## config.mk

```make
export PLATFORM = sky130hd
export DESIGN_NAME = addsub_serial
export DESIGN_NICKNAME = d
export VERILOG_FILES = /design/src/rtl/addsub_pkg.sv /design/src/rtl/addsub_chunk.sv /design/src/rtl/addsub_serial.sv
export SDC_FILE = /design/constraint.sdc
export NUM_CORES = 1
export LEC_CHECK = 0
export BUFFER_PORTS_ARGS = -buffer_cell sky130_fd_sc_hd__buf_2
export CAP_MARGIN = 20
export CORE_ASPECT_RATIO = 0.7
export CORE_MARGIN = 1
export CORE_UTILIZATION = 49
export DETAILED_ROUTE_END_ITERATION = 10
export GPL_ROUTABILITY_DRIVEN = 0
export HOLD_SLACK_MARGIN = 0.12
export PLACE_DENSITY = 0.71
export SKIP_CTS_REPAIR_TIMING = 1
export SYNTH_ARGS = -nofsm -noshare
export SYNTH_HDL_FRONTEND = slang
export SYNTH_SLANG_ARGS = --single-unit
```

## constraint.sdc

```tcl
create_clock -name clk -period 4.2 [get_ports clk]
set_clock_uncertainty 0.2 [all_clocks]
set_input_delay 0.21 -clock clk [delete_from_list [all_inputs] [get_ports clk]]
set_output_delay 0.21 -clock clk [all_outputs]
set_load 0.01 [all_outputs]
```

## src/rtl/addsub_pkg.sv

```systemverilog
// -----------------------------------------------------------------------------
// addsub_pkg
// Shared types and helpers for the serial adder/subtractor (addsub_serial).
//   state_t   : controller states IDLE / RUN / DONE
//   OP_ADD/SUB: encoding of the op input
//   cnt_width : width of the chunk counter for N chunks (at least 1 bit)
// -----------------------------------------------------------------------------
package addsub_pkg;

    typedef enum logic [1:0] {
        IDLE = 2'd0,
        RUN  = 2'd1,
        DONE = 2'd2
    } state_t;

    localparam logic OP_ADD = 1'b0;
    localparam logic OP_SUB = 1'b1;

    // A single-chunk unit still needs a 1-bit counter so the port widths stay legal.
    function automatic int cnt_width(input int n);
        return (n <= 1) ? 1 : $clog2(n);
    endfunction

endpackage : addsub_pkg

```

## src/rtl/addsub_chunk.sv

```systemverilog
// -----------------------------------------------------------------------------
// addsub_chunk
// Combinational CHUNK-bit ripple-carry adder slice, time-multiplexed by
// addsub_serial over all chunks of an operand.
// Ports:
//   x, y      : CHUNK-bit addends (y already inverted for subtraction)
//   ci        : carry into bit 0
//   s         : CHUNK-bit sum
//   co        : carry out of the top bit
//   c_msb_in  : carry into the top bit (overflow detection on the MSB chunk)
// -----------------------------------------------------------------------------
module addsub_chunk #(
    parameter int CHUNK = 4
) (
    input  logic [CHUNK-1:0] x,
    input  logic [CHUNK-1:0] y,
    input  logic             ci,
    output logic [CHUNK-1:0] s,
    output logic             co,
    output logic             c_msb_in
);

    logic [CHUNK:0] w_c;

    assign w_c[0] = ci;

    for (genvar i = 0; i < CHUNK; i++) begin : g_bit
        assign s[i]     = x[i] ^ y[i] ^ w_c[i];
        assign w_c[i+1] = (x[i] & y[i]) | (w_c[i] & (x[i] ^ y[i]));
    end

    assign co       = w_c[CHUNK];
    assign c_msb_in = w_c[CHUNK-1];

endmodule : addsub_chunk

```

## src/rtl/addsub_serial.sv

```systemverilog
// -----------------------------------------------------------------------------
// addsub_serial
// Multi-cycle adder/subtractor: WIDTH-bit operands are processed CHUNK bits
// per clock, LSB chunk first, through one shared addsub_chunk slice.
//   add: A + B + cin          cout = final carry
//   sub: A + ~B + ~bin        cout = ~final carry (borrow out)
//   ovf: carry into bit WIDTH-1 XOR carry out of bit WIDTH-1
// Ports:
//   clk, rst_n               : clock, asynchronous active-low reset
//   in_valid / in_ready      : operand handshake (a, b, op, cin)
//   out_valid / out_ready    : result handshake (result, cout, ovf)
// Optional build macro:
//   ADDSUB_SERIAL_SAT_EN     : clamp result to the signed range on overflow
//                              (ovf and cout still report the raw event)
// -----------------------------------------------------------------------------
module addsub_serial
    import addsub_pkg::*;
#(
    parameter int WIDTH = 16,
    parameter int CHUNK = 4
) (
    input  logic             clk,
    input  logic             rst_n,
    input  logic             in_valid,
    output logic             in_ready,
    input  logic [WIDTH-1:0] a,
    input  logic [WIDTH-1:0] b,
    input  logic             op,
    input  logic             cin,
    output logic             out_valid,
    input  logic             out_ready,
    output logic [WIDTH-1:0] result,
    output logic             cout,
    output logic             ovf
);

    localparam int N     = WIDTH / CHUNK;
    localparam int CNT_W = cnt_width(N);

    if ((WIDTH % CHUNK) != 0) begin : g_bad_chunk
        $error("addsub_serial: WIDTH must be a multiple of CHUNK");
    end

    state_t             r_state;
    state_t             w_state_next;
    logic [CNT_W-1:0]   r_cnt;
    logic [WIDTH-1:0]   r_a;
    logic [WIDTH-1:0]   r_b;
    logic               r_op;
    logic               r_carry;
    logic [WIDTH-1:0]   r_result;
    logic               r_cout;
    logic               r_ovf;

    logic               w_accept;
    logic               w_last;
    logic [CHUNK-1:0]   w_x;
    logic [CHUNK-1:0]   w_y_raw;
    logic [CHUNK-1:0]   w_y;
    logic [CHUNK-1:0]   w_s;
    logic               w_co;
    logic               w_c_msb_in;
    logic               w_ovf_now;
    logic [WIDTH-1:0]   w_result_next;

    assign in_ready  = (r_state == IDLE);
    assign out_valid = (r_state == DONE);
    assign result    = r_result;
    assign cout      = r_cout;
    assign ovf       = r_ovf;

    assign w_accept  = in_valid && (r_state == IDLE);
    assign w_last    = (r_cnt == CNT_W'(N - 1));
    assign w_ovf_now = w_co ^ w_c_msb_in;

    // Chunk selection by constant-index compare keeps every slice static.
    // NOTE: every always_comb output gets a default first so no latch is inferred.
    always_comb begin
        w_x     = '0;
        w_y_raw = '0;
        for (int i = 0; i < N; i++) begin
            if (r_cnt == CNT_W'(i)) begin
                w_x     = r_a[i*CHUNK +: CHUNK];
                w_y_raw = r_b[i*CHUNK +: CHUNK];
            end
        end
    end

    // Subtraction is addition of the inverted subtrahend; the inverted
    // borrow-in was already folded into the carry seed at acceptance.
    assign w_y = (r_op == OP_SUB) ? ~w_y_raw : w_y_raw;

    addsub_chunk #(
        .CHUNK (CHUNK)
    ) u_chunk (
        .x        (w_x),
        .y        (w_y),
        .ci       (r_carry),
        .s        (w_s),
        .co       (w_co),
        .c_msb_in (w_c_msb_in)
    );

    always_comb begin
        w_result_next = r_result;
        for (int i = 0; i < N; i++) begin
            if (r_cnt == CNT_W'(i)) begin
                w_result_next[i*CHUNK +: CHUNK] = w_s;
            end
        end
`ifdef ADDSUB_SERIAL_SAT_EN
        // Saturate toward the sign of A: an overflow always has both
        // effective operands sharing A's sign.
        if (w_last && w_ovf_now) begin
            w_result_next = r_a[WIDTH-1] ? {1'b1, {(WIDTH-1){1'b0}}}
                                         : {1'b0, {(WIDTH-1){1'b1}}};
        end
`endif
    end

    // Controller: state register plus combinational next-state logic.
    // NOTE: sequential state uses non-blocking assignments so all registers
    // update together from values sampled before the edge.
    always_ff @(posedge clk or negedge rst_n) begin
        if (!rst_n) begin
            r_state <= IDLE;
        end else begin
            r_state <= w_state_next;
        end
    end

    always_comb begin
        w_state_next = r_state;
        unique case (r_state)
            IDLE:    if (in_valid)  w_state_next = RUN;
            RUN:     if (w_last)    w_state_next = DONE;
            DONE:    if (out_ready) w_state_next = IDLE;
            default:                w_state_next = IDLE;
        endcase
    end

    // Datapath registers.
    always_ff @(posedge clk or negedge rst_n) begin
        if (!rst_n) begin
            r_cnt    <= '0;
            r_a      <= '0;
            r_b      <= '0;
            r_op     <= OP_ADD;
            r_carry  <= 1'b0;
            r_result <= '0;
            r_cout   <= 1'b0;
            r_ovf    <= 1'b0;
        end else if (w_accept) begin
            r_a     <= a;
            r_b     <= b;
            r_op    <= op;
            r_carry <= (op == OP_SUB) ? ~cin : cin;
            r_cnt   <= '0;
        end else if (r_state == RUN) begin
            r_carry  <= w_co;
            r_result <= w_result_next;
            r_cnt    <= w_last ? '0 : r_cnt + CNT_W'(1);
            if (w_last) begin
                r_cout <= (r_op == OP_SUB) ? ~w_co : w_co;
                r_ovf  <= w_ovf_now;
            end
        end
    end

endmodule : addsub_serial

```

==> impl.org, run 1 <==
** Final layout
- Combined area of the multi-input logic cells :: roughly 1100 sq um
- Number of fill cells :: ~400
- Area occupied by registers :: between 1000 and 1500 sq um
- Layout net count :: around 350
- Signed area change from the synthesized netlist to the final layout :: 28.8%
- Proportion of layout cells with a drive suffix above 1 :: 0.382
- Finished layout cell area :: between 3000 and 4000 sq um
- # diodes :: 0

** Floorplan
- # IOs :: 58
- For this configuration, the core starts out at a cell density of 0.509.
- Overall die height :: approximately 64 um
- The floorplan has 22 rows.
- The floorplan step defined a die boundary enclosing roughly 5700 sq um.
- Horizontal die dimension :: between 90 and 100 um
- Core area :: between 5000 and 6000 sq um

** Worst setup path
- Worst Path Required :: between 4000 and 5000 ps
- The worst setup path is launched from a flip-flop.
- By startpoint and endpoint, the worst setup path is classified as reg2reg.
- Arrival time at the worst endpoint :: roughly 3700 ps
- Worst Path Max Fanout :: 9
- CP Capture Type :: flip-flop

** Timing
- Number of failing setup endpoints in the final timing report :: 0
- Maximum frequency from static timing analysis :: between 200 and 300 MHz
- Slew at the pin closest to its max-slew limit :: just under 700 ps
- Final count of pins violating max slew :: 0
- The hold violation count in the final report is 0.
- The clock period could shrink to 3730 ps.
- Share of the clock period used by the worst path after layout :: 0.887
- Setup repair after global routing left no endpoint under its margin.
- Summed over all failing endpoints, the final setup total negative slack is 0 ps.
- Slew Limit Headroom :: 0.536

** Yosys
- Number of warning messages in the yosys log :: 0
- Largest family of logic cells by synthesized area :: multiplexers
- After technology mapping, the gate count stands at between 200 and 250.
- In the synthesized netlist the async set-or-reset flop fraction comes to 1.00.
- Among all flip-flop cells after synthesis, the most frequent one is sky130_fd_sc_hd__dfrtp_1.
- Post-synthesis mux area share :: 0.194
- Post-synthesis area per instance :: 12.7 sq um
- Synth Area in Adders :: 0.0488
- Synthesized netlist net count :: ~260
- Number of distinct standard cells referenced by the synthesized netlist :: 32
- Proportion of synthesized chip area in sequential cells :: 0.526
- Synthesized flop and latch total :: 56
- Of the total synthesized cell area, the portion taken by XOR and XNOR cells is 0.0230.
- Summing every instance area after synthesis gives around 2700 sq um.
- In this run, synthesis inferred 0 flip-flops with an integrated enable.
- Of the total synthesized cell area, the portion taken by AND, OR, NAND and NOR gates is 0.0629.
- The complex-gate fraction of the synthesized area came to 0.0925.

** Clocking
- Counting the buffers created by CTS gives 5.
- Insertion delay of the later-clocked pin in the worst-skew pair :: 310 ps
- Clock transition at the register clock pins on the worst setup and hold paths after CTS :: 100 ps
- Counting along the longest clock path gives a buffer depth of 2.
- The H-tree generated during clock tree synthesis spans 2 levels.
- The cell sitting at the root of the clock tree is a sky130_fd_sc_hd__clkbuf_8.
- TritonCTS built the clock tree.
- Clock net sink count :: between 50 and 60

** Routing
- The first routing iteration left 94 violations.
- Once detail routing completed, the nets flagged for antenna violations numbered 0.
- Detail-routed net length per standard cell :: ~15 um
- Pre-Repair DR Iteration Count :: 4
- For this block, the via count after detailed routing is about 1.8k.
- Total wirelength of the detailed-routed design :: 5.42 mm
- After detailed routing, the number of remaining DRC violations is 0.
- In the routed layout, each cell is associated on average with a via count of between 4 and 5.

** Global route
- Residual overflow from global routing :: 0
- Number of antenna violations at the first check in global routing :: 0
- Overall fraction of global-route tracks in use :: 0.189
- Entering global routing, the biggest net connects 57 pins.
- The via count of the first global-routing pass is about 1.7k.
- The first global-routing pass estimated roughly 8.4 mm of wire.

** Min path
- The tightest min-delay check is of the reg2reg type.

** Power and ir drop
- Internal power comes to 0.00181 W.
- Switching power summed over all nets :: 0.00118 W
- Worst supply voltage drop on vdd :: 0.447 mV
- Fraction of power consumed by sequential logic :: 0.333
- Power density over the cells :: 873 nW/um^2
- In this run the static leakage power is ~1.6 nW.
- Clock Power Share :: 0.123
- Portion of total power attributed to combinational logic :: 0.543
- Of the total power, the share spent switching nets is 0.394.

** Placed design
- Summing all placed instances gives a cell area of ~2900 sq um.
- Once detailed placement completed, the half-perimeter wirelength came to 3.63 mm.
- Port Buf Inserts :: 57

** Flow run
- Maximum Capacitance Violations :: 0

** Run status
- The run finished with clean final reports.
## sequential cells by signal (all words and copies together), names as in the netlist
| signal | count |
|---|---|
| r_a | 16 |
| r_b | 16 |
| result | 16 |
| r_cnt | 2 |
| r_state | 2 |
| cout | 1 |
| ovf | 1 |
| r_carry | 1 |
| r_op | 1 |
## synth_stat cells, types with 3 or more instances
library cell / count / area share
sky130_fd_sc_hd__nand2_1: 27 / 0.038
sky130_fd_sc_hd__o221ai_1: 4 / 0.013
sky130_fd_sc_hd__mux2_4: 15 / 0.085
sky130_fd_sc_hd__inv_1: 8 / 0.011
sky130_fd_sc_hd__xor2_1: 3 / 0.0099
sky130_fd_sc_hd__buf_4: 3 / 0.0085
sky130_fd_sc_hd__o21ai_0: 19 / 0.036
sky130_fd_sc_hd__ha_1: 4 / 0.019
sky130_fd_sc_hd__dfrtp_1: 56 / 0.53
sky130_fd_sc_hd__fa_1: 4 / 0.030
sky130_fd_sc_hd__mux2_2: 26 / 0.11
sky130_fd_sc_hd__o211ai_1: 4 / 0.011
sky130_fd_sc_hd__xnor2_1: 4 / 0.013
sky130_fd_sc_hd__a21oi_1: 5 / 0.0094
sky130_fd_sc_hd__buf_2: 4 / 0.0075
sky130_fd_sc_hd__nand2_2: 3 / 0.0070
## worst max-delay path, cell delays in order, from the launching register on
cell                       delay, ps
sky130_fd_sc_hd__dfrtp_1         390
sky130_fd_sc_hd__ha_1            330
sky130_fd_sc_hd__clkinv_1        300
sky130_fd_sc_hd__nand2_1         210
sky130_fd_sc_hd__o221ai_1        130
sky130_fd_sc_hd__xor2_1          170
sky130_fd_sc_hd__fa_1            370
sky130_fd_sc_hd__inv_1            80
sky130_fd_sc_hd__fa_1            150
sky130_fd_sc_hd__inv_1            50
sky130_fd_sc_hd__fa_1            400
sky130_fd_sc_hd__inv_1           100
sky130_fd_sc_hd__fa_1            440
sky130_fd_sc_hd__mux2_2          290
## final timing paths
check	cells after the start	slack, ps	startpoint	end
worst min-delay path	2	280	result[6]$_DFFE_PN0P_	result[6]$_DFFE_PN0P_
max in group asynchronous	3	2980	rst_n	r_cnt[1]$_DFFE_PN0P_
worst max register to register	13	470	r_cnt[0]$_DFFE_PN0P_	result[7]$_DFFE_PN0P_
min in group asynchronous	3	350	rst_n	r_b[11]$_DFFE_PN0P_
worst max-delay path	13	470	r_cnt[0]$_DFFE_PN0P_	result[7]$_DFFE_PN0P_
worst min register to register	2	280	result[6]$_DFFE_PN0P_	result[6]$_DFFE_PN0P_
## area by class of cell
type | count | share of cell area
Clock buffer | 6 | 0.0241
Clock inverter | 2 | 0.0113
Inverter | 9 | 0.00985
Multi-Input combinational cell | 133 | 0.327
Sequential cell | 56 | 0.408
Tap cell | 72 | 0.0263
Timing Repair Buffer | 95 | 0.193
## per-stage QoR
step	std cells	hold slack, ps	total power, W	utilization	setup slack [ps]
floorplan	210	-286	0.00220	-	724
finish	373	280	0.00299	0.656	474
global route	373	308	0.00326	0.656	214
detailed placement	329	182	0.00263	0.564	491
CTS	337	-153	0.00300	0.587	473
global placement	329	183	0.00257	0.564	621
## power by group through the flow
stage,combinational (W),sequential (W),clock (W)
6_report,0.00163,0.000997,0.000369
5_1_grt,0.00183,0.00104,0.000396
4_1_cts,0.00163,0.000997,0.000375
3_5_place_dp,0.00162,0.00101,0
3_3_place_gp,0.00157,0.00101,0
2_1_floorplan,0.00122,0.000980,0
## cell families (layout without fill, tap and decap cells)
kind of cell,after synthesis,in the layout
flops,56,56
xor+xnor,7,7
buf+inv,21,112
fa+ha+maj,8,8
mux,41,41
compound gates,40,40
simple gates,37,37
## cells in the final DEF (no fill, tap or decap), drive strengths merged
cell	n
or2b	1
a211oi	1
o31ai	1
a21oi	5
xor2	3
and2	1
inv	8
clkinv	2
dlygate4sd3	36
o221ai	4
bufinv	1
o211ai	4
and2b	1
a31o	1
o21a	2
fa	4
xnor2	4
clkbuf	6
o21ai	19
a22oi	2
nor2	3
nor3	1
a21o	1
nand2	30
ha	4
dfrtp	56
buf	59
mux2	41
## layer usage
layer,up-vias,share of wire,global-route usage
met5,-,0,0
met4,0,0.023,0.0484
met3,13,0.033,0.0374
met2,48,0.44,0.286
met1,862,0.51,0.280
li1,901,-,-
Note: power is estimated with default switching activity, not from simulation.
==> run 2: changes to the inputs <==
Settings changed: ABC_AREA set to 1.
==> run 2 against run 1 <==
Critical path type unchanged. First-iteration DRC count grew 110%. Final area rose by 0.58%. Die area up 2.2%. Clock power fell by 18%. Non-clock buffer count stayed put.
==> impl.org, run 2 <==
** Yosys
- Number of enable-type register cells in the synthesized netlist :: 0 (unchanged)
- Share of Yosys cell area claimed by the top area cell type :: 0.514 (-0.0116)
- Post-synthesis share of cell area spent on xor and xnor gates :: 0.00965 (-0.0134)
- Commonest cells in the netlist :: sky130_fd_sc_hd__nand2_1 (118), sky130_fd_sc_hd__dfrtp_1 (56), sky130_fd_sc_hd__nand3_1 (39)
- The total number of yosys warnings came to 0 (unchanged).
- By area, the combinational part of the netlist is dominated by simple AND/OR/NAND/NOR gates.
- Top-count cell post-synth :: sky130_fd_sc_hd__nand2_1
- The share of synthesized cell area in and, or, nand and nor gates was 0.272 (+0.209).
- Top flip-flop cell by instance count after synthesis :: sky130_fd_sc_hd__dfrtp_1
- Number of distinct standard cells referenced by the synthesized netlist :: 27 (-16%)
- The part of the Yosys area used for sequential elements is 0.514 (-0.0116).
- In the post-synthesis netlist, the biggest area contributors are sky130_fd_sc_hd__dfrtp_1 (51%), sky130_fd_sc_hd__nand2_1 (16%), sky130_fd_sc_hd__nand3_1 (7.2%), sky130_fd_sc_hd__o21ai_0 (3.3%), sky130_fd_sc_hd__fa_1 (2.9%).
- The adder-cell share of the synthesized area came to 0.0478 (-0.00108).
- The mux cell area share after synthesis was 0 (-0.194).
- Synthesized flop and latch total :: 56 (unchanged)
- Synth async-reset ratio :: 1.00 (unchanged)
- Synthesized netlist net count :: 364 (+42%)
- The complex-gate fraction of the synthesized area was 0.0891 (-0.00342).
- Cell accounting for the most synthesized area :: sky130_fd_sc_hd__dfrtp_1
- The synthesized instance count came to 318 (+51%).
- Post-synthesis area per instance :: 8.57 sq um (-32%)
- The netlist area before placement was 2720 sq um (+2.3%).

** Global route
- Overall fraction of global-route tracks in use :: 0.219 (+0.0293)
- The number of antenna violations at the first check in global routing is 0 (unchanged).
- GRT Max-Usage Layer :: met1
- The met2 usage in global routing was 0.325 (+0.0386).
- Residual overflow from global routing :: 0 (unchanged)
- Number of global-route vias before repair :: 2131 (+26%)
- Met1 track demand over resource in global routing :: 0.329 (+0.0487)
- Global routing usage on met3 :: 0.0393 (+0.00185)
- Largest net degree at the start of global routing :: 57 (unchanged)
- The global-route wire length before repair is 10.1 mm (+20%).

** Floorplan
- Starting density of the core :: 0.515 (+0.00606)
- Core area :: 5290 sq um (+1.1%)
- The number of placement rows came to 22 (unchanged).
- The vertical die dimension was 64.4 um (+1.1%).
- The overall die area is 5870 sq um (+2.2%).
- The x dimension of the die is 91.1 um (+1.1%).
- # IOs :: 58 (unchanged)

** Worst setup path
- STA classifies the critical path endpoint as a flip-flop.
- In this design, the critical path's most frequently occurring cell is sky130_fd_sc_hd__inv_1.
- Launching element type of the critical path :: flip-flop
- The path depth of the worst reg2reg path came to 18 (+5).
- Arrival time at the worst endpoint :: 3650 ps (-80 ps)
- Critical setup path kind :: reg2reg
- Crit path cell chain :: inv_1 -> ha_1 -> inv_1 -> nor2_1 -> nor2_1 -> nand2_1 -> nand2_1 -> nand2_1 -> nand2_1 -> fa_1 -> inv_1 -> fa_1 -> inv_1 -> fa_1 -> inv_1 -> fa_1 -> inv_1 -> o21ai_0
- The buffer and inverter count on the worst path is 6 (+2).
- CP Depth :: 18 (+5)
- For this design, the slowest cell found on the critical path is sky130_fd_sc_hd__dfrtp_1.
- Worst Path Required :: 4200 ps (about the same)
- The kind of cell with the highest combined delay along the critical path is adder cells.
- Delay of the slowest critical-path stage :: 440 ps (about the same)
- The worst-path maximum fanout came to 12 (+3).

** Timing
- The worst-case headroom to the max-slew limit came to 0.502 (-0.0343).
- Setup repair after global routing left no endpoint under its margin.
- Final number of hold-violating endpoints :: 0 (unchanged)
- Time the worst path needs with I/O delays and setup :: 3650 ps (-79.0 ps)
- The setup-violating endpoint count in the final report is 0 (unchanged).
- The actual slew at the worst max-slew pin came to 744 ps (+48.8 ps).
- The final cycle utilization of the critical path is 0.868 (-0.0188).
- The count of final max-slew check failures is 0 (unchanged).
- The summed negative setup slack over all endpoints is 0 ps (unchanged).
- The achievable frequency is 274 MHz (+2.2%).

** Clocking
- TritonCTS built the clock tree.
- The tree is rooted in a sky130_fd_sc_hd__clkbuf_8.
- Clock transition at the register clock pins on the worst setup and hold paths after CTS :: 100 ps (about the same)
- The H-tree depth reported by CTS was 2 (unchanged).
- Maximum buffer depth of the clock tree :: 2 (unchanged)
- Insertion delay of the later-clocked pin in the worst-skew pair :: 310 ps (about the same)
- The number of sinks on the clock net is 56 (unchanged).
- The total CTS buffers was 5 (unchanged).

** Routing
- Total wirelength of the detailed-routed design :: 6.19 mm (+14%)
- The number of nets still failing antenna checks after routing was 0 (unchanged).
- Remaining design rule violation count :: 0 (unchanged)
- The detailed-routing iteration count for the pre-antenna-repair pass was 4 (unchanged).
- The violation count after the first detailed-routing iteration is 199 (+110%).
- The number of vias per cell after detailed routing is 5.00 (+2.3%).
- The detailed-route wire length per cell was 13.0 um (-11%).
- The via count is 2392 (+31%).

** Placed design
- The estimated wirelength of the detail-placed design is 4.21 mm (+16%).
- Port Buf Inserts :: 57 (unchanged)
- The number of cells after detailed placement came to 434 (+32%).

** Final layout
- The final layout net count came to 451 (+30%).
- In the layout the commonest cells are sky130_fd_sc_hd__nand2_1 (118), sky130_fd_sc_hd__buf_2 (57), sky130_fd_sc_hd__dfrtp_1 (56), sky130_fd_sc_hd__nand3_1 (39), sky130_fd_sc_hd__dlygate4sd3_1 (36).
- Signed area change from the synthesized netlist to the final layout :: 26.7%
- Proportion of layout cells with a drive suffix above 1 :: 0.200 (-0.183)
- Most common library cell in the layout ignoring fill and taps :: sky130_fd_sc_hd__nand2_1
- # diodes :: 0 (unchanged)
- The number of standard cells in the final layout excluding fillers came to 478 (+28%).

** Flow run
- The max-cap check violation count is 0 (unchanged).

** Min path
- The tightest min-delay check is of the in2reg type.
- The number of instances on the worst hold path came to 3 (+1).

** Power and ir drop
- Worst supply voltage drop on vdd :: 0.453 mV (+1.3%)
- Power density over the cells :: 818 nW/um^2 (-6.3%)
- Leakage power figure :: 1.84 nW (+15%)

** Run status
- The run finished with clean final reports.
[run 2: report_power, final]
group | internal (W) | total, W | switching [W]
logic | 0.000556 | 0.00156 | 0.00100
clock network | 0.000132 | 0.000303 | 0.000171
registers | 0.000801 | 0.000961 | 0.000160
[run 2: layer usage]
layer,share of wire,wire [um]
met1,0.49,3060
met2,0.45,2810
met3,0.043,268
met4,0.0095,59
met5,0,0
[run 2: final cells by class]
class / instances / area (sq um)
fill: 468 / 1830
sequential: 56 / 1400
multi-input combinational: 231 / 1140
timing repair buffer: 95 / 661
tap: 72 / 90.1
clock buffer: 6 / 82.6
inverter: 16 / 65.1
clock inverter: 2 / 10.0
[run 2: kinds of logic (layout without fill, tap and decap cells)]
logic type / after synthesis / after routing
simple gates: 176 / 176
flops: 56 / 56
compound gates: 44 / 44
buf+inv: 31 / 119
fa+ha+maj: 8 / 8
xor+xnor: 3 / 3
[run 2: path summary, 6_finish.rpt]
kind                            slack, ps                     end                  from
worst max register to register        550  result[11]$_DFFE_PN0P_  r_cnt[0]$_DFFE_PN0P_
worst min-delay path                  230      r_a[6]$_DFFE_PN0P_              in_valid
max in group asynchronous            2990     r_a[12]$_DFFE_PN0P_                 rst_n
worst min register to register        280     r_a[12]$_DFFE_PN0P_   r_a[12]$_DFFE_PN0P_
worst max-delay path                  550  result[11]$_DFFE_PN0P_  r_cnt[0]$_DFFE_PN0P_
min in group asynchronous             360      r_b[6]$_DFFE_PN0P_                 rst_n
[run 2: worst min-delay path: cells and delay by family]
family                 cells  cell delay, ps
buffers and inverters      1             290
and+or+nand+nor            2             210
[run 2: per-stage QoR]
stage | setup slack (ps) | area, sq um | power (W) | hold slack (ps) | utilization
floorplan | 975 | 2720 | 0.00210 | -286 | -
global placement | 717 | 3000 | 0.00246 | 183 | 0.567
detailed placement | 567 | 3000 | 0.00251 | 184 | 0.567
CTS | 558 | 3090 | 0.00281 | -151 | 0.585
global route | 118 | 3450 | 0.00313 | 259 | 0.653
finish | 553 | 3450 | 0.00282 | 231 | 0.653
